<file path="src/rtl/overlay_pkg.sv">
// Shared types for the cross-marker overlay: RGB565 field layout, default raster size, centre config.
// Latency: none (types, constants and pure functions only).
// Backpressure: none.
package overlay_pkg;

  // RGB565 layout {R[15:11], G[10:5], B[4:0]}
  localparam int R_W   = 5;
  localparam int G_W   = 6;
  localparam int B_W   = 5;
  localparam int R_LSB = 11;
  localparam int G_LSB = 5;
  localparam int B_LSB = 0;

  // Default panel raster
  localparam int H_ACTIVE_DEF = 480;
  localparam int V_ACTIVE_DEF = 272;

  // Centre coordinates are held at a fixed width wide enough for any supported raster;
  // narrower port values are zero-extended on capture.
  localparam int COORD_W = 10;

  typedef struct packed {
    logic [COORD_W-1:0] x;
    logic [COORD_W-1:0] y;
    logic               en;
  } cfg_t;

  localparam cfg_t CFG_RST = '{x: '0, y: '0, en: 1'b0};

  typedef enum logic {
    CFG_IDLE = 1'b0,
    CFG_PEND = 1'b1
  } cfg_state_t;

  function automatic logic [R_W-1:0] rgb_r(input logic [15:0] p);
    return p[R_LSB +: R_W];
  endfunction

  function automatic logic [G_W-1:0] rgb_g(input logic [15:0] p);
    return p[G_LSB +: G_W];
  endfunction

  function automatic logic [B_W-1:0] rgb_b(input logic [15:0] p);
    return p[B_LSB +: B_W];
  endfunction

endpackage

</file>
<file path="src/rtl/overlay_px_cnt.sv">
// Raster position tracker: DE/VSYNC edge detect plus saturating x/y pixel counters.
// Latency: x/y describe the pixel currently on the input; de_d/vs_d are the inputs delayed 1 cycle.
// Backpressure: none, follows the free-running pixel stream.
module overlay_px_cnt #(
  parameter int H_ACTIVE = 480,
  parameter int V_ACTIVE = 272,
  parameter int XW = $clog2(H_ACTIVE),
  parameter int YW = $clog2(V_ACTIVE)
) (
  input  logic          clk,
  input  logic          rst,
  input  logic          vsync,
  input  logic          de,
  output logic [XW-1:0] x,
  output logic [YW-1:0] y,
  output logic          vs_rise,
  output logic          de_d,
  output logic          vs_d
);

  localparam logic [XW-1:0] X_MAX = XW'(H_ACTIVE - 1);
  localparam logic [YW-1:0] Y_MAX = YW'(V_ACTIVE - 1);

  logic de_fall;

  assign vs_rise = vsync & ~vs_d;
  assign de_fall = ~de & de_d;

  // Edge-detect history; doubles as the 1-cycle DE/VSYNC delay seen downstream
  always_ff @(posedge clk or posedge rst) begin
    if (rst) begin
      de_d <= 1'b0;
      vs_d <= 1'b0;
    end else begin
      de_d <= de;
      vs_d <= vsync;
    end
  end

  // Pixel/line counters: frame start wins, then end of line, then pixel advance; both hold at max
  always_ff @(posedge clk or posedge rst) begin
    if (rst) begin
      x <= '0;
      y <= '0;
    end else if (vs_rise) begin
      x <= '0;
      y <= '0;
    end else if (de_fall) begin
      x <= '0;
      if (y != Y_MAX) y <= y + 1'b1;
    end else if (de && (x != X_MAX)) begin
      x <= x + 1'b1;
    end
  end

endmodule

</file>
<file path="src/rtl/overlay_cross_ctrl.sv">
// Cross-marker select for the RGB565 force-colour mux; optional blink with OVERLAY_BLINK_EN.
// Latency: 1 cycle from PIX_IN/DE/VSYNC to PIX_*/DE_O/VSYNC_O/SEL, all mutually aligned.
// Backpressure: CFG_READY drops once a centre is pending and rises after the next frame start.
module overlay_cross_ctrl
  import overlay_pkg::*;
#(
  parameter int H_ACTIVE = H_ACTIVE_DEF,
  parameter int V_ACTIVE = V_ACTIVE_DEF,
  parameter int ARM_LEN  = 8,
  parameter int ARM_W    = 1,
`ifdef OVERLAY_BLINK_EN
  parameter int BLINK_LOG2 = 5,
`endif
  parameter int XW = $clog2(H_ACTIVE),
  parameter int YW = $clog2(V_ACTIVE)
) (
  input  logic          CLK,
  input  logic          RST,
  input  logic          VSYNC,
  input  logic          DE,
  input  logic [15:0]   PIX_IN,
  input  logic          CFG_VALID,
  output logic          CFG_READY,
  input  logic [XW-1:0] CFG_X,
  input  logic [YW-1:0] CFG_Y,
  input  logic          CFG_EN,
  output logic [4:0]    PIX_R,
  output logic [5:0]    PIX_G,
  output logic [4:0]    PIX_B,
  output logic          DE_O,
  output logic          VSYNC_O,
  output logic          SEL
);

  localparam logic [COORD_W:0] LEN = (COORD_W+1)'(ARM_LEN);
  localparam logic [COORD_W:0] WID = (COORD_W+1)'(ARM_W);

  logic [XW-1:0] px;
  logic [YW-1:0] py;
  logic          vs_rise;

  overlay_px_cnt #(
    .H_ACTIVE (H_ACTIVE),
    .V_ACTIVE (V_ACTIVE),
    .XW       (XW),
    .YW       (YW)
  ) u_px_cnt (
    .clk     (CLK),
    .rst     (RST),
    .vsync   (VSYNC),
    .de      (DE),
    .x       (px),
    .y       (py),
    .vs_rise (vs_rise),
    .de_d    (DE_O),
    .vs_d    (VSYNC_O)
  );

  // ---------------- centre configuration ----------------
  cfg_state_t state, state_nxt;
  logic       cap, apply;
  cfg_t       pend_cfg, act_cfg;

  // Config handshake state register
  always_ff @(posedge CLK or posedge RST) begin
    if (RST) state <= CFG_IDLE;
    else     state <= state_nxt;
  end

  // One centre may be pending; it is promoted only at a frame start so a frame never changes mid-way
  always_comb begin
    state_nxt = state;
    CFG_READY = 1'b0;
    cap       = 1'b0;
    apply     = 1'b0;
    case (state)
      CFG_IDLE: begin
        CFG_READY = 1'b1;
        if (CFG_VALID) begin
          cap       = 1'b1;
          state_nxt = CFG_PEND;
        end
      end
      CFG_PEND: begin
        if (vs_rise) begin
          apply     = 1'b1;
          state_nxt = CFG_IDLE;
        end
      end
      default: state_nxt = CFG_IDLE;
    endcase
  end

  // Pending and active centre shadow registers
  always_ff @(posedge CLK or posedge RST) begin
    if (RST) begin
      pend_cfg <= CFG_RST;
      act_cfg  <= CFG_RST;
    end else begin
      if (cap) begin
        pend_cfg.x  <= COORD_W'(CFG_X);
        pend_cfg.y  <= COORD_W'(CFG_Y);
        pend_cfg.en <= CFG_EN;
      end
      if (apply) act_cfg <= pend_cfg;
    end
  end

  // ---------------- optional blink ----------------
  logic blink_on;
`ifdef OVERLAY_BLINK_EN
  logic [BLINK_LOG2:0] frame_cnt;

  // Frame counter; its MSB splits the blink period into visible and hidden halves
  always_ff @(posedge CLK or posedge RST) begin
    if (RST)          frame_cnt <= '0;
    else if (vs_rise) frame_cnt <= frame_cnt + 1'b1;
  end

  assign blink_on = ~frame_cnt[BLINK_LOG2];
`else
  assign blink_on = 1'b1;
`endif

  // ---------------- hit test ----------------
  // One extra sign bit keeps differences exact, so centres near an edge clip instead of wrapping.
  logic signed [COORD_W:0] dx, dy;
  logic        [COORD_W:0] adx, ady;
  logic                    in_h, in_v, hit;

  // Signed distance from centre and the two bar membership tests
  always_comb begin
    dx   = $signed({1'b0, COORD_W'(px)}) - $signed({1'b0, act_cfg.x});
    dy   = $signed({1'b0, COORD_W'(py)}) - $signed({1'b0, act_cfg.y});
    adx  = dx[COORD_W] ? $unsigned(-dx) : $unsigned(dx);
    ady  = dy[COORD_W] ? $unsigned(-dy) : $unsigned(dy);
    in_h = (ady <= WID) && (adx <= LEN);
    in_v = (adx <= WID) && (ady <= LEN);
    hit  = DE & act_cfg.en & blink_on & (in_h | in_v);
  end

  // Output pipe: select and split colour fields stay aligned with DE_O/VSYNC_O
  always_ff @(posedge CLK or posedge RST) begin
    if (RST) begin
      SEL   <= 1'b0;
      PIX_R <= '0;
      PIX_G <= '0;
      PIX_B <= '0;
    end else begin
      SEL   <= hit;
      PIX_R <= rgb_r(PIX_IN);
      PIX_G <= rgb_g(PIX_IN);
      PIX_B <= rgb_b(PIX_IN);
    end
  end

endmodule
</file>
<file path="config.mk">
export PLATFORM = sky130hd
export DESIGN_NAME = overlay_cross_ctrl
export DESIGN_NICKNAME = d
export VERILOG_FILES = /design/src/rtl/overlay_pkg.sv /design/src/rtl/overlay_px_cnt.sv /design/src/rtl/overlay_cross_ctrl.sv
export SDC_FILE = /design/constraint.sdc
export NUM_CORES = 1
export LEC_CHECK = 0
export BUFFER_PORTS_ARGS = -buffer_cell sky130_fd_sc_hd__buf_4
export CAP_MARGIN = 25
export CORE_ASPECT_RATIO = 0.7
export CORE_UTILIZATION = 51
export CTS_CLUSTER_DIAMETER = 40
export DETAILED_ROUTE_END_ITERATION = 12
export GPL_ROUTABILITY_DRIVEN = 0
export MAX_ROUTING_LAYER = met4
export PLACE_DENSITY = 0.79
export SLEW_MARGIN = 10
export SYNTH_ARGS = -nofsm -noshare
export SYNTH_HDL_FRONTEND = slang
export SYNTH_SLANG_ARGS = --single-unit
</file>
<file path="constraint.sdc">
create_clock -name CLK -period 3.55 [get_ports CLK]
set_input_delay 0 -clock CLK [delete_from_list [all_inputs] [get_ports CLK]]
set_output_delay 0 -clock CLK [all_outputs]
set_load 0.005 [all_outputs]
</file>
* Yosys cells after proc, flatten, opt, wreduce, memory -nomap -nowiden
Index checks and enable logic that the tools add are counted.
** Storage, ports and cells
- Output and inout port bits :: 20
- Register bits :: 76
** Operators by class
- Eq/ne operators :: 2
- Bitwise gates (word level) :: 8
- Multiplexer cells :: 15
- Add/subtract/negate cells :: 6
- Order comparisons :: 4
- Reduce and logical (&&, ||, !) cells :: 7
** Operators with widths (number)
- 9-bit 2-to-1 mux :: 6
- 11-bit by 1-bit less-or-equal comparator with 1-bit output (second input constant) :: 2
- 11-bit by 4-bit less-or-equal comparator with 1-bit output (second input constant) :: 2
- 11-bit 2-to-1 mux :: 2
- 10-bit negator with 11-bit output :: 2
- 9-bit by 9-bit subtractor with 10-bit output :: 2
- 9-bit by 1-bit adder with 9-bit output (second input constant) :: 2
- 9-bit inequality test (second input constant) :: 2
- 1-bit 2-to-1 mux :: 6
- 1-bit AND :: 4
- 2-bit nonzero test :: 2
- 1-bit logical AND :: 3
- 1-bit inverter :: 3
- 3-bit nonzero test :: 1
- 1-bit one-hot mux with 2 select lines :: 1
- 2-bit AND reduction :: 1
- 1-bit bitwise OR :: 1

* Depth between registers and ports, before layout
- Depth in word-level cells :: 7
- Mapped depth :: 12
- Depth with buffers taken out :: 12

* Cells and area by module
Synthesis repeated with hierarchy kept, for this count alone.
** Unflattened totals
- Cell total of the unflattened synthesis :: 412
- Area, all modules :: 4316.6 um^2
** Modules (own cells, without submodules)
- overlay_cross_ctrl :: sequential area each 1401.3 um^2, cells an instance 304, instances 1, area an instance 3266.9 um^2
- overlay_px_cnt :: sequential area each 500.5 um^2, cells an instance 108, instances 1, area an instance 1049.8 um^2

* Least setup slack after synthesis
No wires, ideal clock.
- Kind :: flip-flop to flip-flop
- Start :: reg u_px_cnt.y[0]
- End :: reg SEL
- Required time :: 3.470 ns
- Stages on the path, launching flop included :: 13
- Period minus slack after synthesis :: 2.825 ns
- Arrival :: 2.744 ns
- Buffers on the path :: 0
- Library setup time :: 0.080 ns
- Slack :: 0.725 ns
- Cell sequence :: dfrtp_1 > inv_1 > ha_1 > fa_1 > ha_1 > nor2b_1 > nand4_1 > nand3_1 > or2b_1 > a211o_1 > a221oi_1 > nand4_1 > nor3_2
** Between the ends
- Longest elaborated chain between the ends :: 7
** RTL lines
- start: declaration :: RTL line overlay_px_cnt.sv:15 : output logic [YW-1:0] y,
- start signal: assignment :: RTL line overlay_px_cnt.sv:50 : if (y != Y_MAX) y <= y + 1'b1;
- 9-bit by 9-bit subtractor with 10-bit output * :: RTL line overlay_cross_ctrl.sv:134 : dy = $signed({1'b0, COORD_W'(py)}) - $signed({1'b0, act_cfg.y});
- 10-bit negator with 11-bit output :: RTL line overlay_cross_ctrl.sv:136 : ady = dy[COORD_W] ? $unsigned(-dy) : $unsigned(dy);
- 11-bit 2-to-1 mux * :: RTL line overlay_cross_ctrl.sv:136
- 11-bit by 1-bit less-or-equal comparator with 1-bit output or 11-bit by 4-bit less-or-equal comparator with 1-bit output (tied branches) :: RTL line overlay_cross_ctrl.sv:137, overlay_cross_ctrl.sv:138
- 1-bit logical AND (on tied branches) :: RTL line overlay_cross_ctrl.sv:137, overlay_cross_ctrl.sv:138
- 1-bit bitwise OR * :: RTL line overlay_cross_ctrl.sv:139 : hit = DE & act_cfg.en & blink_on & (in_h | in_v);
- 1-bit AND * :: RTL line overlay_cross_ctrl.sv:139
- via hit :: RTL line overlay_cross_ctrl.sv:129 : logic in_h, in_v, hit;
- end signal: assignment :: RTL line overlay_cross_ctrl.sv:150 : SEL <= hit;
- end: declaration :: RTL line overlay_cross_ctrl.sv:32 : output logic SEL
Mark *: on every way through the listed nets, which the timed path passes. The rest lies on a longest branch.
A chain may end at the register's enable or synchronous reset.

* Final worst setup path
Ends and elaborated chain as after synthesis.

==> run summary <==
Post-route ant nets = 0
CTS tree = built
Worst EP arrival = 3.54 ns
Leakage = 2.577 nW
Crit path largest cell delay = 0.53 ns
Final Worst Setup Slack = 0.2686 ns
CP Max Fanout = 7
Synth Flop Type = dfrtp_1
Synth Area per Inst = 10.46 µm²
Die width = 113.2 µm
Combinational family with the most area after synthesis = simple AND/OR/NAND/NOR gates
Worst endpoint required time = 3.81 ns
Area Growth Syn to Fin = 27.91%
Skew final = 0.006207 ns
Critical path class = flip-flop to flip-flop
Sequence of cells on the critical path = inv_1 > ha_1 > fa_1 > ha_1 > nor2b_1 > nand4_1 > nand3_1 > or2b_1 > a211o_1 > a221oi_1 > nand4_1 > nor3_2
Clock sink count = 76
Gr usage total = 31.16%
Post-CTS Setup Inserts = 0
Ys async rst share = 100.0%
Synthesized cell area = 4415 µm²
Sequential cell area fraction in the yosys report = 43.07%
Cells after Synth = 422
Headroom to the max-slew limit = 35.41%
Htree depth = 3
CTS Buf Count = 9
Max Slew Vio Count = 0
# rows = 27
Synth Area in Compound Gates = 13.29%
Dpl ws = 0.4455 ns
Peak supply drop = 0.5515 mV
Vias per cell = 6.218
Die ar. = 9040 µm²
Post-DR wirelength/cell = 21.08 µm
EDFF count, synth = 0
Reg2reg start = u_px_cnt.y[0]
Post-synthesis mux area share = 10.82%
ANT cells = 0
RSZ-0062 raised after global routing = false
Hold buffers post-CTS = 39
Status = finished clean
Area share of and/or/nand/nor cells after synthesis = 15.44%
CP Capture Type = flip-flop
Most frequent cells in the layout = 76 x dfrtp_1, 61 x buf_4, 39 x dlygate4sd3_1
CTS Buffer Depth = 2
XOR/XNOR share of the synthesized area = 5.951%
Pwr dens = 718.6 nW/µm²
Setup tns final = 0 ns
Via count = 3930
Commonest non-fill, non-tap cell in the layout = dfrtp_1
Fin crit period = 3.281 ns
Layout cell share with drive strength beyond 1 = 25.24%
Die H = 79.85 µm
Root buf cell = clkbuf_16
Final Net Count = 591
Seq cells post-synth = 76
Worst-path clk slew = 0.07 ns
First-pass DRT Iterations = 5
CP Launch Type = flip-flop
Cell variety after synth = 63
Fin crit share = 92.44%
First-pass GRT wire length = 20.67 mm
Reg2reg setup slack = 0.27 ns
R2R Path End = SEL
Final Setup Violations = 0
Routed WL = 13.32 mm
Io pins = 60
Hpwl dp = 7.255 mm
Port-buffer cells = 59
Largest net degree at the start of global routing = 49
Post-cts resize count = 0
R2R depth = 12
Fill count = 482
Hold Path Class = input pin to async pin
Clk Latency, worst-skew pair = 0.34 ns
Post-Syn Nets = 487
Slew @ Worst Pin = 0.9664 ns
Post-Synth Adder-Cell Area = 7.424%
Core area = 8108 µm²
Vias in the first global route = 3945
Slowest cell on crit path = fa_1
Initial Utilization = 54.46%
Final Hold Fails = 0
Drt drc = 0
Ys Warns = 0
GRT Residual Overflow = 0
Peak Freq = 304.7 MHz
Max-Cap Viols = 0
Starting DRT DRC Count = 428
Antenna violations before repair = 0
==> worst max path at each step <==
stage	from	end	cells after the start
floorplan	u_px_cnt.y[0]	SEL	12
global placement	u_px_cnt.y[0]	SEL	12
detailed placement	u_px_cnt.y[0]	SEL	12
CTS	u_px_cnt.y[0]	SEL	12
global route	u_px_cnt.y[0]	SEL	12
finish	u_px_cnt.y[0]	SEL	12
==> flip-flops by register name, indices dropped and copies added (netlist names) <==
| register | cells |
|---|---|
| act_cfg | 19 |
| PIX_G | 6 |
| u_px_cnt.vs_d | 1 |
| PIX_R | 5 |
| u_px_cnt.de_d | 1 |
| SEL | 1 |
| state | 1 |
| PIX_B | 5 |
| u_px_cnt.x | 9 |
| u_px_cnt.y | 9 |
| pend_cfg | 19 |
==> cell usage after synthesis, types with 3 or more instances <==
library cell  count  area, µm²
dfrtp_1          76       1902
mux2_2           38      427.9
inv_1            33      123.9
nor2_1           30      112.6
ha_1             23      287.8
nand2_1          23      86.33
xnor2_1          16      140.1
nand3_1          15      75.07
a21oi_1          14      70.07
xor2_1           14      122.6
nor2b_1           9      56.30
o21ai_0           9      45.04
a21o_1            6      45.04
clkbuf_1          6      22.52
nor3_1            6      30.03
nor3b_1           6      45.04
o21a_1            6      45.04
a31oi_1           5      31.28
and3_1            5      31.28
mux2i_1           5      50.05
nand4_1           5      31.28
o21ai_1           5      25.02
nand2b_1          4      25.02
or2_2             4      25.02
a211o_1           3      26.28
o211ai_1          3      22.52
o22ai_1           3      18.77
or3_1             3      18.77
==> cell type report <==
cell class	instances	area [µm²]	share of cell area, %
clock buffer	9	225.2	3.988
sequential	76	1902	33.67
timing repair buffer	102	873.3	15.46
clock inverter	7	60.06	1.063
tap	101	126.4	2.237
multi-input combinational	304	2337	41.38
inverter	33	123.9	2.193
==> cell families (layout without fill, tap and decap cells) <==
| kind of cell | after synthesis | count (layout) |
|---|---|---|
| compound gates | 79 | 79 |
| buf+inv | 42 | 151 |
| xor+xnor | 30 | 30 |
| simple gates | 127 | 127 |
| mux | 43 | 43 |
| fa+ha+maj | 25 | 25 |
| flops | 76 | 76 |
==> worst max-delay path: cells and delay by family, from the launching register on <==
kind	cells	cell delay, ns
AND/OR/NAND/NOR	6	1.00
AO/OA/AOI/OAI	2	0.59
adder cells (fa/ha/maj)	3	1.09
buffers and inverters	1	0.09
flip-flops	1	0.42
==> power by group <==
group	total (W)	switching [W]	internal (W)
Sequential	0.00121	0.000168	0.00104
Clock	0.000904	0.000419	0.000485
Combinational	0.00194	0.00109	0.000851
==> metal layers <==
| layer | vias to the layer above | global-route usage [%] | routed length (µm) |
|---|---|---|---|
| met5 | - | - | 0 |
| met4 | 0 | 13.03 | 429 |
| met3 | 51 | 6.834 | 1428 |
| met2 | 278 | 47.67 | 6041 |
| met1 | 1887 | 40.45 | 5420 |
| li1 | 1714 | - | - |
==> metrics by stage <==
step / instance area, µm² / hold WS, ns / cells / util [%] / power [W]
6_report: 5648 / 0.1975 / 632 / 69.66 / 0.004058
3_3_place_gp: 4947 / 0.1094 / 575 / 61.02 / 0.002887
5_1_grt: 5648 / 0.2314 / 632 / 69.66 / 0.004291
4_1_cts: 5628 / 0.3011 / 631 / 69.41 / 0.003899
2_1_floorplan: 4415 / 0.03143 / 422 / - / 0.002592
3_5_place_dp: 4952 / 0.1103 / 576 / 61.08 / 0.002967
(Power assumes the default switching activity.)
